[config.mk]
export PLATFORM = sky130hd
export DESIGN_NAME = pipe_hazard_scheduler
export DESIGN_NICKNAME = d
export VERILOG_FILES = /design/src/rtl/pipe_hazard_scheduler.sv
export SDC_FILE = /design/constraint.sdc
export NUM_CORES = 1
export LEC_CHECK = 0
export CORE_ASPECT_RATIO = 1.5
export CORE_MARGIN = 1.5
export CORE_UTILIZATION = 50
export DETAILED_ROUTE_END_ITERATION = 8
export PLACE_DENSITY_LB_ADDON = 0.05
export SLEW_MARGIN = 20
export SYNTH_ARGS = -nofsm -noshare
export SYNTH_HDL_FRONTEND = slang
export SYNTH_SLANG_ARGS = --single-unit
[constraint.sdc]
create_clock -name clk -period 4.3 [get_ports clk]
set_input_delay 0.86 -clock clk [delete_from_list [all_inputs] [get_ports clk]]
set_output_delay 0.86 -clock clk [all_outputs]
set_load 0.02 [all_outputs]
[src/rtl/pipe_hazard_scheduler.sv]
// ---------------------------------------------------------------------------
// pipe_hazard_scheduler
//
// Central stall/flush controller for a classic five-stage pipeline
// (IF, ID, EX, M, WB). It owns the load enables and NOP-flush controls of the
// PC and the four pipeline registers. It also runs a short purge sequence
// after reset, freezes the pipe on an external hold request, and keeps two
// performance counters.
//
// Parameters
//   INIT_CYCLES   purge cycles after reset (1..15)
//   HOLD_TIMEOUT  consecutive held cycles that raise hold_timeout (2..255)
//   CNT_WIDTH     width of the stall / flush performance counters
//
// Ports
//   clk                      sole clock, rising edge
//   reset                    asynchronous, active-low
//   id_rs, id_rt             source registers of the instruction in ID
//   id_uses_rt               ID instruction actually reads rt
//   ex_memread, ex_rd        EX instruction is a load / its destination
//   m_redirect               taken branch or jump resolved in M
//   ext_hold                 external freeze request
//   clear_cnt                synchronous clear of both performance counters
//   pc_en .. m_wb_en         load enables (PC, IF/ID, ID/EX, EX/M, M/WB)
//   if_id_flush..m_wb_flush  load NOP on the next edge; wins over the enable
//   state                    00 INIT, 01 RUN, 10 HOLD
//   stall_cnt, flush_cnt     load-use bubbles / redirects, saturating
//   hold_timeout             sticky: a hold lasted HOLD_TIMEOUT cycles
// ---------------------------------------------------------------------------
module pipe_hazard_scheduler #(
    parameter int unsigned INIT_CYCLES  = 4,
    parameter int unsigned HOLD_TIMEOUT = 64,
    parameter int unsigned CNT_WIDTH    = 16
) (
    input  logic                 clk,
    input  logic                 reset,

    input  logic [4:0]           id_rs,
    input  logic [4:0]           id_rt,
    input  logic                 id_uses_rt,
    input  logic                 ex_memread,
    input  logic [4:0]           ex_rd,
    input  logic                 m_redirect,
    input  logic                 ext_hold,
    input  logic                 clear_cnt,

    output logic                 pc_en,
    output logic                 if_id_en,
    output logic                 id_ex_en,
    output logic                 ex_m_en,
    output logic                 m_wb_en,
    output logic                 if_id_flush,
    output logic                 id_ex_flush,
    output logic                 ex_m_flush,
    output logic                 m_wb_flush,

    output logic [1:0]           state,
    output logic [CNT_WIDTH-1:0] stall_cnt,
    output logic [CNT_WIDTH-1:0] flush_cnt,
    output logic                 hold_timeout
);

    typedef enum logic [1:0] {
        ST_INIT = 2'b00,
        ST_RUN  = 2'b01,
        ST_HOLD = 2'b10,
        ST_BAD  = 2'b11
    } schedState_t;

    localparam logic [3:0] INIT_LAST    = 4'(INIT_CYCLES - 1);
    localparam logic [7:0] HOLD_LAST    = 8'(HOLD_TIMEOUT - 1);
    localparam logic [7:0] HOLD_LEN_MAX = 8'hFF;
    localparam logic [CNT_WIDTH-1:0] CNT_MAX = '1;

    schedState_t stateQ;
    schedState_t stateD;

    logic [3:0] initCnt;
    logic [7:0] holdLen;

    // Decoded per-cycle events, produced by the next-state process.
    logic holding;     // pipeline frozen by ext_hold this cycle
    logic stallEvent;  // load-use bubble inserted this cycle
    logic flushEvent;  // redirect applied this cycle

    // Load-use hazard: the ID instruction needs a value the EX load has not
    // produced yet. r0 is hard-wired to zero, so it never creates a hazard.
    logic hazard;
    assign hazard = ex_memread && (ex_rd != 5'd0) &&
                    ((ex_rd == id_rs) || (id_uses_rt && (ex_rd == id_rt)));

    assign state = stateQ;

    // -----------------------------------------------------------------------
    // State register
    // -----------------------------------------------------------------------
    // NOTE: every sequential block uses non-blocking assignments, so all
    // registers sample values from before the edge, whatever the block order.
    always_ff @(posedge clk or negedge reset) begin
        if (!reset) begin
            stateQ <= ST_INIT;
        end else begin
            stateQ <= stateD;
        end
    end

    // -----------------------------------------------------------------------
    // Next state and pipeline controls
    //
    // RUN and HOLD share one rule set: a held pipe keeps everything frozen,
    // and the release cycle is an ordinary RUN cycle. An m_redirect that
    // arrives during a hold stays asserted from the frozen EX/M register, so
    // it is applied exactly once, on the release cycle.
    // -----------------------------------------------------------------------
    // NOTE: every output of this block gets a default first, so no path
    // through the case statement can infer a latch.
    always_comb begin
        stateD      = stateQ;
        pc_en       = 1'b0;
        if_id_en    = 1'b0;
        id_ex_en    = 1'b0;
        ex_m_en     = 1'b0;
        m_wb_en     = 1'b0;
        if_id_flush = 1'b0;
        id_ex_flush = 1'b0;
        ex_m_flush  = 1'b0;
        m_wb_flush  = 1'b0;
        holding     = 1'b0;
        stallEvent  = 1'b0;
        flushEvent  = 1'b0;

        case (stateQ)
            ST_INIT: begin
                // Purge: every pipeline register loads a NOP, nothing advances.
                if_id_flush = 1'b1;
                id_ex_flush = 1'b1;
                ex_m_flush  = 1'b1;
                m_wb_flush  = 1'b1;
                if (initCnt == INIT_LAST) begin
                    stateD = ST_RUN;
                end
            end

            ST_RUN, ST_HOLD: begin
                if (ext_hold) begin
                    // Freeze: all enables and flushes stay low.
                    holding = 1'b1;
                    stateD  = ST_HOLD;
                end else begin
                    stateD   = ST_RUN;
                    pc_en    = 1'b1;
                    if_id_en = 1'b1;
                    id_ex_en = 1'b1;
                    ex_m_en  = 1'b1;
                    m_wb_en  = 1'b1;
                    if (m_redirect) begin
                        // Squash the three younger instructions. The redirect
                        // also wins over a simultaneous load-use hazard,
                        // because the stalled instruction is squashed anyway.
                        if_id_flush = 1'b1;
                        id_ex_flush = 1'b1;
                        ex_m_flush  = 1'b1;
                        flushEvent  = 1'b1;
                    end else if (hazard) begin
                        // Keep PC and IF/ID; put a bubble into ID/EX.
                        pc_en       = 1'b0;
                        if_id_en    = 1'b0;
                        id_ex_flush = 1'b1;
                        stallEvent  = 1'b1;
                    end
                end
            end

            default: begin
                // Illegal encoding: treat it like INIT and re-purge.
                if_id_flush = 1'b1;
                id_ex_flush = 1'b1;
                ex_m_flush  = 1'b1;
                m_wb_flush  = 1'b1;
                stateD      = ST_INIT;
            end
        endcase
    end

    // -----------------------------------------------------------------------
    // Purge counter: runs only in INIT and rests at zero, so any later
    // re-entry into INIT (a reset, or the illegal state) gets a full purge.
    // -----------------------------------------------------------------------
    always_ff @(posedge clk or negedge reset) begin
        if (!reset) begin
            initCnt <= 4'd0;
        end else if (stateQ == ST_INIT && initCnt != INIT_LAST) begin
            initCnt <= initCnt + 4'd1;
        end else begin
            initCnt <= 4'd0;
        end
    end

    // -----------------------------------------------------------------------
    // Hold length and sticky timeout.
    //
    // holdLen counts every frozen cycle, including the RUN cycle that starts
    // the hold. Its value is therefore the number of held cycles already
    // completed. The timeout sets on the edge that completes held cycle
    // HOLD_TIMEOUT. Only reset clears the timeout.
    // -----------------------------------------------------------------------
    always_ff @(posedge clk or negedge reset) begin
        if (!reset) begin
            holdLen      <= 8'd0;
            hold_timeout <= 1'b0;
        end else begin
            if (!holding) begin
                holdLen <= 8'd0;
            end else if (holdLen != HOLD_LEN_MAX) begin
                holdLen <= holdLen + 8'd1;
            end

            if (holding && holdLen == HOLD_LAST) begin
                hold_timeout <= 1'b1;
            end
        end
    end

    // -----------------------------------------------------------------------
    // Performance counters: saturating, and clear_cnt wins over an increment.
    // -----------------------------------------------------------------------
    always_ff @(posedge clk or negedge reset) begin
        if (!reset) begin
            stall_cnt <= '0;
            flush_cnt <= '0;
        end else if (clear_cnt) begin
            stall_cnt <= '0;
            flush_cnt <= '0;
        end else begin
            if (stallEvent && stall_cnt != CNT_MAX) begin
                stall_cnt <= stall_cnt + 1'b1;
            end
            if (flushEvent && flush_cnt != CNT_MAX) begin
                flush_cnt <= flush_cnt + 1'b1;
            end
        end
    end

endmodule

==> results of run 1 <==
## state kept, by name (all words and copies together) (netlist names)
register / flops
flush_cnt: 16
stall_cnt: 16
holdLen: 8
initCnt: 4
state: 2
hold_timeout: 1
## worst max-delay path by stage
stage / to / slack, ns
2_1_floorplan: pc_en / 1.14
3_3_place_gp: if_id_en / 0.44
3_5_place_dp: pc_en / 0.42
4_1_cts: pc_en / 0.41
5_1_grt: id_ex_flush / 0.35
6_report: pc_en / 0.44
## worst register-to-register path, cell delays in order (launching register included)
cell      delay [ns]
dfrtp_1         0.40
inv_1           0.06
ha_1            0.39
inv_2           0.06
nor3_1          0.37
o21ai_2         0.32
nor4bb_1        0.39
mux2_1          0.36
## kinds of logic (layout without fill, tap and decap cells)
group                      count (synthesis)  after routing  synth area share
adders and majority gates                  6              6           0.02725
DFF                                       47             47            0.4269
muxes                                     11             11           0.04314
buffers and inverters                     21             82           0.03769
and+or+nand+nor                          145            145            0.2861
AOI/OAI and AO/OA                         42             42           0.09945
xor gates and xnor gates                  25             25           0.07947
## power by group through the flow
| stage | Sequential [mW] | Clock [mW] | Combinational [mW] |
|---|---|---|---|
| 4_1_cts | 0.493 | 0.347 | 0.414 |
| 3_5_place_dp | 0.502 | 0 | 0.412 |
| 5_1_grt | 0.496 | 0.361 | 0.446 |
| 2_1_floorplan | 0.511 | 0 | 0.245 |
| 3_3_place_gp | 0.501 | 0 | 0.406 |
| 6_report | 0.493 | 0.338 | 0.409 |
## routing by layer
layer	track usage	routed length, um
met1	0.2766	2721
met2	0.3825	3087
met3	0.03237	256
met4	0.07246	89
met5	0	0
## cell usage in the layout (no fill, tap or decap), types with 10 or more instances in the layout
cell / instances
nand2_1: 14
nor2_1: 38
nor2b_1: 10
xnor2_1: 12
a21oi_1: 10
nand4_1: 14
dfrtp_1: 47
clkdlybuf4s50_1: 64
nor3_1: 15
nand3_1: 16
xor2_1: 13
## area by class of cell
cell class,instances,area [um^2],share of cell area
timing repair buffer,68,670.6,0.1891
sequential,47,1176,0.3316
clock inverter,2,35.03,0.009877
inverter,6,22.52,0.006349
clock buffer,6,82.58,0.02328
multi-input combinational,229,1475,0.4159
tap,68,85.08,0.02399
## cells in the mapped netlist, types with 2 or more instances
cell / number / share of area
nor2_1: 38 / 0.052
xnor2_1: 12 / 0.038
o2111ai_1: 3 / 0.0095
nand2_1: 14 / 0.019
clkbuf_1: 8 / 0.011
xor2_1: 13 / 0.041
o21ai_0: 7 / 0.013
and3_1: 6 / 0.014
a21o_1: 2 / 0.0054
and4_1: 5 / 0.016
ha_1: 6 / 0.027
nor4_1: 3 / 0.0068
a21oi_1: 10 / 0.018
buf_2: 2 / 0.0036
or3_1: 3 / 0.0068
or4_1: 7 / 0.019
nor2b_1: 10 / 0.023
o31ai_1: 7 / 0.019
o21a_1: 2 / 0.0054
inv_1: 5 / 0.0068
mux2_1: 7 / 0.029
mux2i_1: 4 / 0.015
nand2b_1: 5 / 0.011
nor3b_1: 2 / 0.0054
nor4_2: 2 / 0.0091
buf_4: 4 / 0.011
nand4_1: 14 / 0.032
a31oi_1: 2 / 0.0045
a211oi_1: 2 / 0.0054
dfrtp_1: 47 / 0.43
o21ai_1: 2 / 0.0036
nor3_1: 15 / 0.027
nand3_1: 16 / 0.029
## through the flow
stage	area [um^2]	power (mW)	utilization
finish	3547	1.239	0.6763
global route	3547	1.304	0.6763
CTS	3545	1.255	0.6758
detailed placement	3427	0.9141	0.6534
global placement	3427	0.9069	0.6534
floorplan	2755	0.7559	-
==> impl_results.md, run 1 <==
* Status: completed
* Drt pass-1 iters at 4
* GPL Wtd Cong at about 0.81
* EDFF count, synth at 0
* Hold_sp: hold_timeout$_DFFE_PN0P_
* Final wirelength at 6.155 mm
* Worst Hold Class: flop to flop
* Net Switching at around 0.41 mW
* CP required at roughly 3.4 ns
* Post-CTS setup buffer count at 0
* VDD IR max at 0.3081 mV
* Mapped cell area at approximately 2800 um^2
* Reg2reg setup slack at between 1.5 and 2 ns
* Worst setup SP type: input pin
* Die area at 5974 um^2
* Clk_skew at ~0.011 ns
* Nets at between 300 and 400
* Final setup fails at 0
* Routed WL per cell at around 14 um
* First-pass GRT wire length at ~11 mm
* Setup crit start: ex_rd[1]
* Crit path buf inv count at 2
* Sw frac at 0.3274
* Via Count at approximately 2,400
* Via/cell ratio at 5.568
* Clk slew on worst S/H paths at 0.09 ns
* Synthesized net count at ~330
* Hold Crit Endpoint: hold_timeout$_DFFE_PN0P_
* Crit-path leading delay family: buffers and inverters
* TNS Setup at 0 ns
* Core area at around 5200 um^2
* Initial DRC Count at 179
* Die Ht at 93.92 um
* Minimum clock period at around 3.9 ns
* Worst Setup Path Type: input pin to output pin
* Cells on Worst Hold Path at 1
* Critical path's largest stage delay at 0.61 ns
* Synth unique cells at 45
* H-tree depth at 2
* CTS Buffer Depth at 2
* Total gr overflow at 0
* Max Slew Vio Count at 0
* RR Startpoint: state[0]$_DFFE_PN0P_
* Initial cell density of the core at 0.5253
* # resized after CTS at 0
* Largest net degree at the start of global routing at 48
* Ys Warns at 0
* PD cells at between 300 and 400 nW/um^2
* Crit path setup slack, layout at approximately 0.44 ns
* Antenna-violating nets left at 0
* DRC at 0
* Asr flop ratio synth at 1.000
* Top FF cell, synth: dfrtp_1
* Syn_area_per_cell at ~9.3 um^2
* Clk Latency, worst-skew pair at roughly 0.30 ns
* Leak Pwr at between 1 and 1.5 nW
* CTS tree: yes
* Row cnt at 32
* Clk sink count at 47
* Port bufs at 65
* Crit-path max FO at 3
* Critical path endpoint category: output pin
* Final Hold Viols at 0
* Inserted Clock Buffers at 5
* Hold-fix buffers at CTS at 0
* Critical path arrival at roughly 3.0 ns
* Initial antenna violation count at 0
* Cells after DPL at 418
* Pre-CTS setup slack at 0.4218 ns
* Max-cap viol count at 0
* Crit path depth at 6
* Non-Filler Instances at around 430
* IO Count at 66
* R2r worst-path depth at 7
* RSZ-0062 raised after global routing: false
* GRT Overall Usage at 0.2192
* Combinational share of power at 0.330
* # diodes at 0
* Crit share post-route at 0.8981
* Synth-to-Final Area Change at 28.75%
* Fmax at ~260 MHz
* Layout cell share with drive strength beyond 1 at 0.04749
* FF+latch count, synth at between 40 and 50
* Hold Slack at ~0.46 ns
* Sequential share of power at 0.398
* DP HPWL at about 4.4 mm
* Slew of the pin with the lowest slew margin at roughly 1.1 ns
* Number of global-route vias before repair at approximately 2,300
* Post-synthesis sequential area ratio at 0.4269
* RR Endpoint: stall_cnt[3]$_DFFE_PN0P_
* Cells after Synth at just under 300
* Clock Power Share at 0.273
* Worst rel slew slack at 0.2820
* Fill cell count at around 430
* Cell with the largest stage delay on the worst path: clkdlybuf4s50_1
* Clock root buffer: clkbuf_8
* Internal Power at approximately 0.83 mW
* Die width at ~64 um
* Critical-path cell list: clkdlybuf4s50_1, or4_1, o21a_1, nand2b_1, o21a_1, clkdlybuf4s50_1
No activity file was read; power rests on OpenSTA's default activity.
==> inputs of run 2 (changes only) <==
--- a/config.mk
+++ b/config.mk
@@ -5,10 +5,10 @@
 export SDC_FILE = /design/constraint.sdc
 export NUM_CORES = 1
 export LEC_CHECK = 0
-export CORE_ASPECT_RATIO = 1.5
 export CORE_MARGIN = 1.5
 export CORE_UTILIZATION = 50
 export DETAILED_ROUTE_END_ITERATION = 8
+export GPL_ROUTABILITY_DRIVEN = 0
 export PLACE_DENSITY_LB_ADDON = 0.05
 export SLEW_MARGIN = 20
 export SYNTH_ARGS = -nofsm -noshare
==> impl_results.md, run 2 (synthesized netlist as in run 1, its figures left out) <==
* Status: completed
* IO Count at 66 (unchanged)
* Antenna-violating nets left at 0 (unchanged)
* Cells on Worst Hold Path at 1 (unchanged)
* Final Hold Viols at 0 (unchanged)
* Fill cell count at 434 (unchanged)
* RR Startpoint: state[0]$_DFFE_PN0P_
* H-tree depth at 2 (unchanged)
* RR Endpoint: stall_cnt[3]$_DFFE_PN0P_
* R2r worst-path depth at 7 (unchanged)
* Die Ht at 77.23 um (-18%)
* CTS tree: yes
* Via Count at 2,369 (-0.13%)
* Die width at 77.23 um (+21%)
* Routed WL per cell at 13.81 um (-4.4%)
* Hold-fix buffers at CTS at 0 (unchanged)
* GRT Overall Usage at 0.2067 (-0.01246)
* Layout Utilization at 0.6825 (+0.006164)
* Most common cell after layout, fill and taps aside: clkdlybuf4s50_1
* Final wirelength at 5.926 mm (-3.7%)
* Worst Setup Path Type: input pin to output pin
* DP HPWL at 4.245 mm (-3.1%)
* Worst rel slew slack at 0.3460 (+0.06402)
* Regs by FF count: flush_cnt (16), stall_cnt (16), holdLen (8)
* Drt pass-1 iters at 4 (unchanged)
* Initial DRC Count at 94 (-47%)
* Nets at 386 (+0.26%)
* PD cells at 347.7 nW/um^2 (-0.44%)
* Worst setup SP type: input pin
* Total gr overflow at 0 (unchanged)
* Minimum clock period at 3.853 ns (-0.008234 ns)
* Slew of the pin with the lowest slew margin at 0.9779 ns (-0.09573 ns)
* Clk Latency, worst-skew pair at 0.30 ns (about the same)
* Cells after DPL at 421 (+0.72%)
* TNS Setup at 0 ns (unchanged)
* Max Slew Vio Count at 0 (unchanged)
* Die area at 5964 um^2 (-0.16%)
* Initial antenna violation count at 0 (unchanged)
* CP required at 3.44 ns (about the same)
* Crit share post-route at 0.8962 (-0.001915)
* CTS Buffer Depth at 2 (unchanged)
* Leak Pwr at 1.428 nW (+0.15%)
* Layout cell share with drive strength beyond 1 at 0.05014 (+0.002653)
* Critical path endpoint category: output pin
* Post-CTS setup buffer count at 0 (unchanged)
* Inserted Clock Buffers at 5 (unchanged)
* Crit-path max FO at 3 (unchanged)
* Hold Slack at 0.4638 ns (+0.004036 ns)
* Multi-input gate area at 1475 um^2 (unchanged)
* Clk slew on worst S/H paths at 0.09 ns (about the same)
* Fmax at 259.5 MHz (+0.21%)
* # resized after CTS at 0 (unchanged)
* Number of global-route vias before repair at 2,211 (-1.7%)
* Hold Crit Endpoint: hold_timeout$_DFFE_PN0P_
* Port bufs at 65 (unchanged)
* Row cnt at 26 (-19%)
* Most frequent cells in the layout: 64 x clkdlybuf4s50_1, 47 x dfrtp_1, 38 x nor2_1, 16 x nand3_1, 15 x nor3_1
* DRC at 0 (unchanged)
* Clk_skew at 0.009582 ns (-0.001419 ns)
* Via/cell ratio at 5.522 (-0.82%)
* Hold_sp: hold_timeout$_DFFE_PN0P_
* Final setup fails at 0 (unchanged)
* Reg2reg setup slack at 1.84 ns (about the same)
* Worst Hold Class: flop to flop
* Design area at 3552 um^2 (+0.14%)
* Sequential cell area at 1176 um^2 (unchanged)
* # diodes at 0 (unchanged)
* First-pass GRT wire length at 10.16 mm (-3.5%)
* RSZ-0062 raised after global routing: false
* Max-cap viol count at 0 (unchanged)
* Core area at 5205 um^2 (-0.76%)
* Clock root buffer: clkbuf_8
* Clk sink count at 47 (unchanged)
* Initial cell density of the core at 0.5293 (+0.004041)
* Placed inst area at 3437 um^2 (+0.29%)
* Critical path arrival at 2.99 ns (about the same)
* Non-Filler Instances at 429 (+0.70%)
* VDD IR max at 0.2766 mV (-10%)
* Largest net degree at the start of global routing at 48 (unchanged)
* Synth-to-Final Area Change at 28.93%
==> run 2: worst max-delay path by stage <==
stage	from	to	slack, ns
after global routing	ex_rd[3]	id_ex_flush	0.38
after global placement	ex_rd[1]	if_id_en	0.48
after detailed placement	ex_rd[1]	pc_en	0.45
final	ex_rd[1]	pc_en	0.45
after floorplan	ex_rd[1]	pc_en	1.14
after CTS	ex_rd[1]	pc_en	0.44
==> run 2: cell type report <==
cell class,count,area share
inverters,6,0.006340
well taps,70,0.02466
multi-input cells,229,0.4153
repair buffers,69,0.1909
clock inverters,3,0.01233
clock buffers,5,0.01937
flip-flops and latches,47,0.3311
==> run 2: power breakdown <==
part	internal [mW]	leakage (nW)	switching, mW	total, mW
combinational	0.182	0.719	0.231	0.413
clock	0.173	0.0581	0.154	0.328
sequential	0.469	0.651	0.0251	0.494
==> run 2: through the flow <==
step / setup WS, ns / total power, mW
after CTS: 0.4366 / 1.253
after global routing: 0.3772 / 1.301
after floorplan: 1.140 / 0.7559
after global placement: 0.4758 / 0.9118
final: 0.4465 / 1.235
after detailed placement: 0.4472 / 0.9204
==> run 2: critical path, cell delays in order <==
cell,delay (ns)
clkdlybuf4s50_1,0.46
or4_1,0.56
o21a_1,0.20
nand2b_1,0.15
o21a_1,0.16
clkdlybuf4s50_1,0.60
==> run 2: layer usage <==
layer,part of all wire,vias up,track usage
li1,-,1190,-
met1,0.47,1128,0.2794
met2,0.49,47,0.3465
met3,0.039,4,0.03690
met4,0.0078,0,0.04364
met5,0,-,0
